<file path="src/rtl/trng_pkg.sv">
// Shared definitions for the TRNG ring-fill path: BRAM data/strobe widths,
// default ring geometry and the fill engine state encoding.
package trng_pkg;

  localparam int unsigned BRAM_DATA_W    = 32;
  localparam int unsigned BRAM_STRB_W    = 4;
  localparam logic [11:0] RING_BASE_DEF  = 12'h800;
  localparam int unsigned RING_DEPTH_DEF = 256;

  typedef enum logic [1:0] {
    IDLE = 2'd0,
    FILL = 2'd1,
    FULL = 2'd2
  } fill_state_t;

endpackage

</file>
<file path="src/rtl/rr_arb2.sv">
// Two-requester round-robin arbiter. A tie goes to the requester holding
// priority; priority then passes to the loser so neither waits twice.
module rr_arb2 (
  input  logic       i_clk,
  input  logic       i_rst_n,
  input  logic [1:0] i_req,
  output logic [1:0] o_gnt
);

  logic r_prio;  // 0: requester 0 wins a tie

  // Grant decode from requests and current priority
  always_comb begin
    o_gnt = 2'b00;
    case (i_req)
      2'b01:   o_gnt = 2'b01;
      2'b10:   o_gnt = 2'b10;
      2'b11:   o_gnt = r_prio ? 2'b10 : 2'b01;
      default: o_gnt = 2'b00;
    endcase
  end

  // Priority flips only on a tie, handing it to the requester that lost
  always_ff @(posedge i_clk or negedge i_rst_n) begin
    if (!i_rst_n) begin
      r_prio <= 1'b0;
    end else if (i_req == 2'b11) begin
      r_prio <= ~r_prio;
    end else begin
      r_prio <= r_prio;
    end
  end

endmodule

</file>
<file path="src/rtl/trng_bram_fill_arbiter.sv">
// Shares BRAM port A between the AXI host path and a TRNG ring-fill engine,
// tracking ring pointer and fill level until software clears the ring.
module trng_bram_fill_arbiter
  import trng_pkg::*;
#(
  parameter int unsigned             ADDR_WIDTH = 12,
  parameter logic [ADDR_WIDTH-1:0]   RING_BASE  = ADDR_WIDTH'(RING_BASE_DEF),
  parameter int unsigned             RING_DEPTH = RING_DEPTH_DEF,
  localparam int unsigned            PTR_W      = $clog2(RING_DEPTH),
  localparam int unsigned            CNT_W      = PTR_W + 1
) (
  input  logic                   s_axi_aclk,
  input  logic                   s_axi_aresetn,
  input  logic                   h_req,
  input  logic [BRAM_STRB_W-1:0] h_we,
  input  logic [ADDR_WIDTH-1:0]  h_addr,
  input  logic [BRAM_DATA_W-1:0] h_wrdata,
  output logic                   h_gnt,
  output logic [BRAM_DATA_W-1:0] h_rdata,
  output logic                   h_rvalid,
  input  logic [BRAM_DATA_W-1:0] rng_data,
  input  logic                   rng_valid,
  output logic                   rng_ready,
  input  logic                   fill_en,
  input  logic                   fill_clear,
  output logic [CNT_W-1:0]       fill_level,
  output logic                   fill_full,
  output logic                   bram_en,
  output logic [BRAM_STRB_W-1:0] bram_we,
  output logic [ADDR_WIDTH-1:0]  bram_addr,
  output logic [BRAM_DATA_W-1:0] bram_wrdata,
  input  logic [BRAM_DATA_W-1:0] bram_rddata
);

  localparam logic [CNT_W-1:0] DEPTH_C      = CNT_W'(RING_DEPTH);
  localparam logic [CNT_W-1:0] DEPTH_LAST_C = CNT_W'(RING_DEPTH - 1);

  fill_state_t            r_state;
  fill_state_t            w_state_nxt;
  logic [PTR_W-1:0]       r_ptr;
  logic [PTR_W-1:0]       w_ptr_nxt;
  logic [CNT_W-1:0]       r_level;
  logic [CNT_W-1:0]       w_level_nxt;
  logic                   r_full;
  logic                   r_rvalid;
  logic                   w_f_req;
  logic [1:0]             w_gnt;
  logic                   w_h_gnt;
  logic                   w_f_gnt;
  logic [ADDR_WIDTH-1:0]  w_ring_addr;

  assign w_f_req = (r_state == FILL) & rng_valid & ~fill_clear;

  rr_arb2 u_arb (
    .i_clk   (s_axi_aclk),
    .i_rst_n (s_axi_aresetn),
    .i_req   ({w_f_req, h_req}),
    .o_gnt   (w_gnt)
  );

  // Grants are gated by reset so the BRAM port goes quiet the moment reset asserts
  assign w_h_gnt     = w_gnt[0] & s_axi_aresetn;
  assign w_f_gnt     = w_gnt[1] & s_axi_aresetn;
  assign w_ring_addr = RING_BASE + ADDR_WIDTH'({r_ptr, 2'b00});

  assign h_gnt      = w_h_gnt;
  assign rng_ready  = w_f_gnt;
  assign h_rdata    = bram_rddata;
  assign h_rvalid   = r_rvalid;
  assign fill_level = r_level;
  assign fill_full  = r_full;

  // BRAM port mux driven by whichever side holds the grant
  always_comb begin
    bram_en     = 1'b0;
    bram_we     = 4'h0;
    bram_addr   = {ADDR_WIDTH{1'b0}};
    bram_wrdata = 32'h0000_0000;
    if (w_h_gnt) begin
      bram_en     = 1'b1;
      bram_we     = h_we;
      bram_addr   = h_addr;
      bram_wrdata = h_wrdata;
    end else if (w_f_gnt) begin
      bram_en     = 1'b1;
      bram_we     = 4'hF;
      bram_addr   = w_ring_addr;
      bram_wrdata = rng_data;
    end else begin
      bram_en     = 1'b0;
    end
  end

  // Pointer/level update: clear wins, otherwise advance on each granted fill write
  always_comb begin
    w_ptr_nxt   = r_ptr;
    w_level_nxt = r_level;
    if (fill_clear) begin
      w_ptr_nxt   = {PTR_W{1'b0}};
      w_level_nxt = {CNT_W{1'b0}};
    end else if (w_f_gnt) begin
      w_ptr_nxt   = r_ptr + 1'b1;
      w_level_nxt = r_level + 1'b1;
    end else begin
      w_ptr_nxt   = r_ptr;
      w_level_nxt = r_level;
    end
  end

  // Fill engine next-state
  always_comb begin
    w_state_nxt = r_state;
    if (fill_clear) begin
      w_state_nxt = fill_en ? FILL : IDLE;
    end else begin
      case (r_state)
        IDLE: begin
          if (fill_en) w_state_nxt = (r_level == DEPTH_C) ? FULL : FILL;
          else         w_state_nxt = IDLE;
        end
        FILL: begin
          if (!fill_en)                                  w_state_nxt = IDLE;
          else if (w_f_gnt && (r_level == DEPTH_LAST_C)) w_state_nxt = FULL;
          else                                           w_state_nxt = FILL;
        end
        FULL: begin
          if (!fill_en) w_state_nxt = IDLE;
          else          w_state_nxt = FULL;
        end
        default: w_state_nxt = IDLE;
      endcase
    end
  end

  // State, ring bookkeeping and host read-valid pipe
  always_ff @(posedge s_axi_aclk or negedge s_axi_aresetn) begin
    if (!s_axi_aresetn) begin
      r_state  <= IDLE;
      r_ptr    <= {PTR_W{1'b0}};
      r_level  <= {CNT_W{1'b0}};
      r_full   <= 1'b0;
      r_rvalid <= 1'b0;
    end else begin
      r_state  <= w_state_nxt;
      r_ptr    <= w_ptr_nxt;
      r_level  <= w_level_nxt;
      r_full   <= (w_level_nxt == DEPTH_C);
      r_rvalid <= w_h_gnt & (h_we == 4'h0);
    end
  end

endmodule
</file>
<file path="config.mk">
export PLATFORM = sky130hd
export DESIGN_NAME = trng_bram_fill_arbiter
export DESIGN_NICKNAME = d
export VERILOG_FILES = /design/src/rtl/trng_pkg.sv /design/src/rtl/rr_arb2.sv /design/src/rtl/trng_bram_fill_arbiter.sv
export SDC_FILE = /design/constraint.sdc
export NUM_CORES = 1
export LEC_CHECK = 0
export ABC_AREA = 1
export ABC_CLOCK_PERIOD_IN_PS = 4500
export BUFFER_PORTS_ARGS = -buffer_cell sky130_fd_sc_hd__buf_2
export CORE_ASPECT_RATIO = 1.75
export CORE_MARGIN = 5
export CORE_UTILIZATION = 35
export DETAILED_ROUTE_END_ITERATION = 7
export HOLD_SLACK_MARGIN = 0.02
export PLACE_DENSITY = 0.76
export SYNTH_ARGS = -nofsm -noshare
export SYNTH_HDL_FRONTEND = slang
export SYNTH_SLANG_ARGS = --single-unit
</file>
<file path="constraint.sdc">
create_clock -name s_axi_aclk -period 4.5 [get_ports s_axi_aclk]
set_input_delay 0.225 -clock s_axi_aclk [delete_from_list [all_inputs] [get_ports s_axi_aclk]]
set_output_delay 0.225 -clock s_axi_aclk [all_outputs]
set_load 0.01 [all_outputs]
</file>
==> impl_metrics.ini <==
[run_status]
status = finished, final reports clean

[power_and_ir_drop]
fin_total_pwr_mw = 0.503
leakage_nw = 1.63
irDropWorstVdd_uv = 163
powerDensity_nw_per_um2 = 188

[global_route]
grt_usage_pct = 19.8
grt_max_degree = 50
met1_usage_pct = 19.9
grt-ovfl-total = 0
antenna_found_initial = 7
grt-busiest-layer = met2
grt_pass1_vias = 2348
grt_pass1_wl_um = 11400
use_met2_pct = 33.7
grt.met3_usage_pct = 7.01

[clock_tree]
cts-root-buf = clkbuf_8
cts.clk_slew.worst_paths_ns = 0.08
cts.sinks = 22
cts_tree = built
post_cts_resized = 0
clk_latency_ns = 0.26
cts.htree.levels = 1
cts_buffers = 3
clockBufferDepth = 2

[sta]
min_period_ns = 2.94
finalSetupViolCount = 0
hold_slack_ns = 0.125
hold_viol_final = 0
clock_skew_ns = 0.00107
tightest_slew_ns = 1.04
fin_ws_ns = 1.56
setup_tns_ns = 0
period_share_pct = 65.3
rsz0062_at_grt = false
max_freq_mhz = 341
final-max-slew-violation-count = 0
relSlewSlack_pct = 30.2

[critical_path]
worstPathArrival_ns = 2.71
worst_path_largest_cell_delay_ns = 0.84
cpMostUsedCell = buf_2
cp_max_fo = 49
worst_setup_path_end_kind = output port
critical_path.cell_chain = dlygate4sd3_1 -> buf_2 -> nand2_1 -> nor2_4 -> a22o_1 -> buf_2
startpoint_type = input port
worstSetupPathType = input port to output port
rr_worst_depth = 11
cp.required_ns = 4.28
crit_slowest_cell = nor2_4

[routing]
via_per_inst = 4.88
drtAntennaViolNets = 0
drc_errors = 0
wl_um = 7710
first_iter_violations = 69
wire_per_inst_um = 16.0
vias = 2348
drt-pass1-iter-count = 4

[cells_and_area]
area_growth_syn_to_layout_pct = 27.7
fin_nets = 525
layout-drive-gt1-share_pct = 41.3
layout_commonest_cell = buf_2
layout.cells.non_filler = 481
layout_common_cells = buf_2, nand2_1, inv_1

[floorplanning]
initial_core_util_pct = 35.9
rows = 37
io_pins = 212
die_y_um = 112
die_w_um = 68.5
floorplan.die_area_um2 = 7690
core_area_um2 = 5830

[yosys]
ys_top_cells_by_area = dfrtp_1, a22o_1, buf_4
ys_warn_count = 0
yosysUniqueCellTypes = 28
synth_nets = 416
synth-seq-cells = 22
syn_area_per_cell_um2 = 7.12
yosys.area.top_type = dfrtp_1
postSynthCellCount = 294
synth_area_um2 = 2090
yosysSeqAreaShare_pct = 26.3
synth_top_area_share_pct = 26.3

[placement]
numPortBuffers = 147
gp_congestion = 0.875
place_ws_ns = 2.03
place_hpwl_um = 6440
dp_cells = 475

[hold_path]
hold_path_depth = 2
hold_class = input port to flip-flop

[run]
cap_violations = 0
## synthesized netlist by cell type
master    count
ha_1          4
dfrtp_1      22
nand2_1      64
nand3_1      19
a21boi_0      1
nand3b_1      1
inv_2         2
nor2_1       18
nor2_8        1
buf_1         1
a21oi_4       1
nand3_2       2
nand2_2       3
nor3_1        8
nor2_4        1
o21ai_0      17
a22o_1       32
buf_2         7
nor2_2        1
inv_4         1
nor4_1        1
buf_6         3
nand4_1       5
xnor2_1       1
nand2_4       3
buf_4        33
a21oi_1       4
inv_1        38
## sequential cells by signal, summed over array words and instances (netlist names)
signal,flops
u_arb.r_prio,1
fill_full,1
r_ptr,8
r_state,2
fill_level,9
h_rvalid,1
## critical path, delay by kind of cell
family,cells,cell delay (ns)
AO/OA/AOI/OAI,1,0.34
AND/OR/NAND/NOR,2,1.02
buffers and inverters,3,1.13
## per-stage QoR
step           area (um^2)  util (%)
6_report              2670      45.8
5_1_grt               2670      45.8
4_1_cts               2670      45.8
3_5_place_dp          2610      44.7
3_3_place_gp          2610      44.7
2_1_floorplan         2090         -
## cell families (layout without fill, tap and decap cells)
logic type	count (synthesis)	after routing	share of synthesized area [%]
and+or+nand+nor	127	127	28.6
buffers and inverters	85	193	22.8
other	0	1	0
adders and majority gates	4	4	2.39
xor gates and xnor gates	1	1	0.418
DFF	22	22	26.3
AOI/OAI and AO/OA	55	55	19.5
## layer usage
layer	up-vias	part of all wire (%)	routed length, um
met2	105	48	3720
met5	-	0.82	63
li1	1154	-	-
met3	54	11	867
met1	1023	34	2620
met4	12	5.7	443
## where the power goes
part | leakage, nW | switching [mW] | internal (mW)
sequential | 0.303 | 0.00671 | 0.204
clock | 0.0288 | 0.0630 | 0.0780
combinational | 1.30 | 0.0839 | 0.0681
## what timing repair did
action,4_1_cts,5_1_grt
endpoints found under the hold margin,22,0
buffers inserted,0,0
hold buffers,1,0
## final timing paths
kind / startpoint / endpoint / slack, ns
setup / recovery: s_axi_aresetn / bram_wrdata[3] / 1.56
hold / removal: h_we[3] / h_rvalid / 0.12
setup reg to reg: fill_level[0] / fill_full / 2.40
hold reg to reg: r_state[0] / r_state[1] / 0.54
max in group asynchronous: s_axi_aresetn / fill_level[8] / 3.68
min in group asynchronous: s_axi_aresetn / fill_level[7] / 0.47
## cell type report
cell class	count	area, um^2
diodes	1	2.50
repair buffers	148	746
inverters	41	156
multi-input cells	187	1070
fillers	639	3160
flip-flops and latches	22	551
clock buffers	4	55.1
well taps	78	97.6
(Power assumes the default switching activity.)
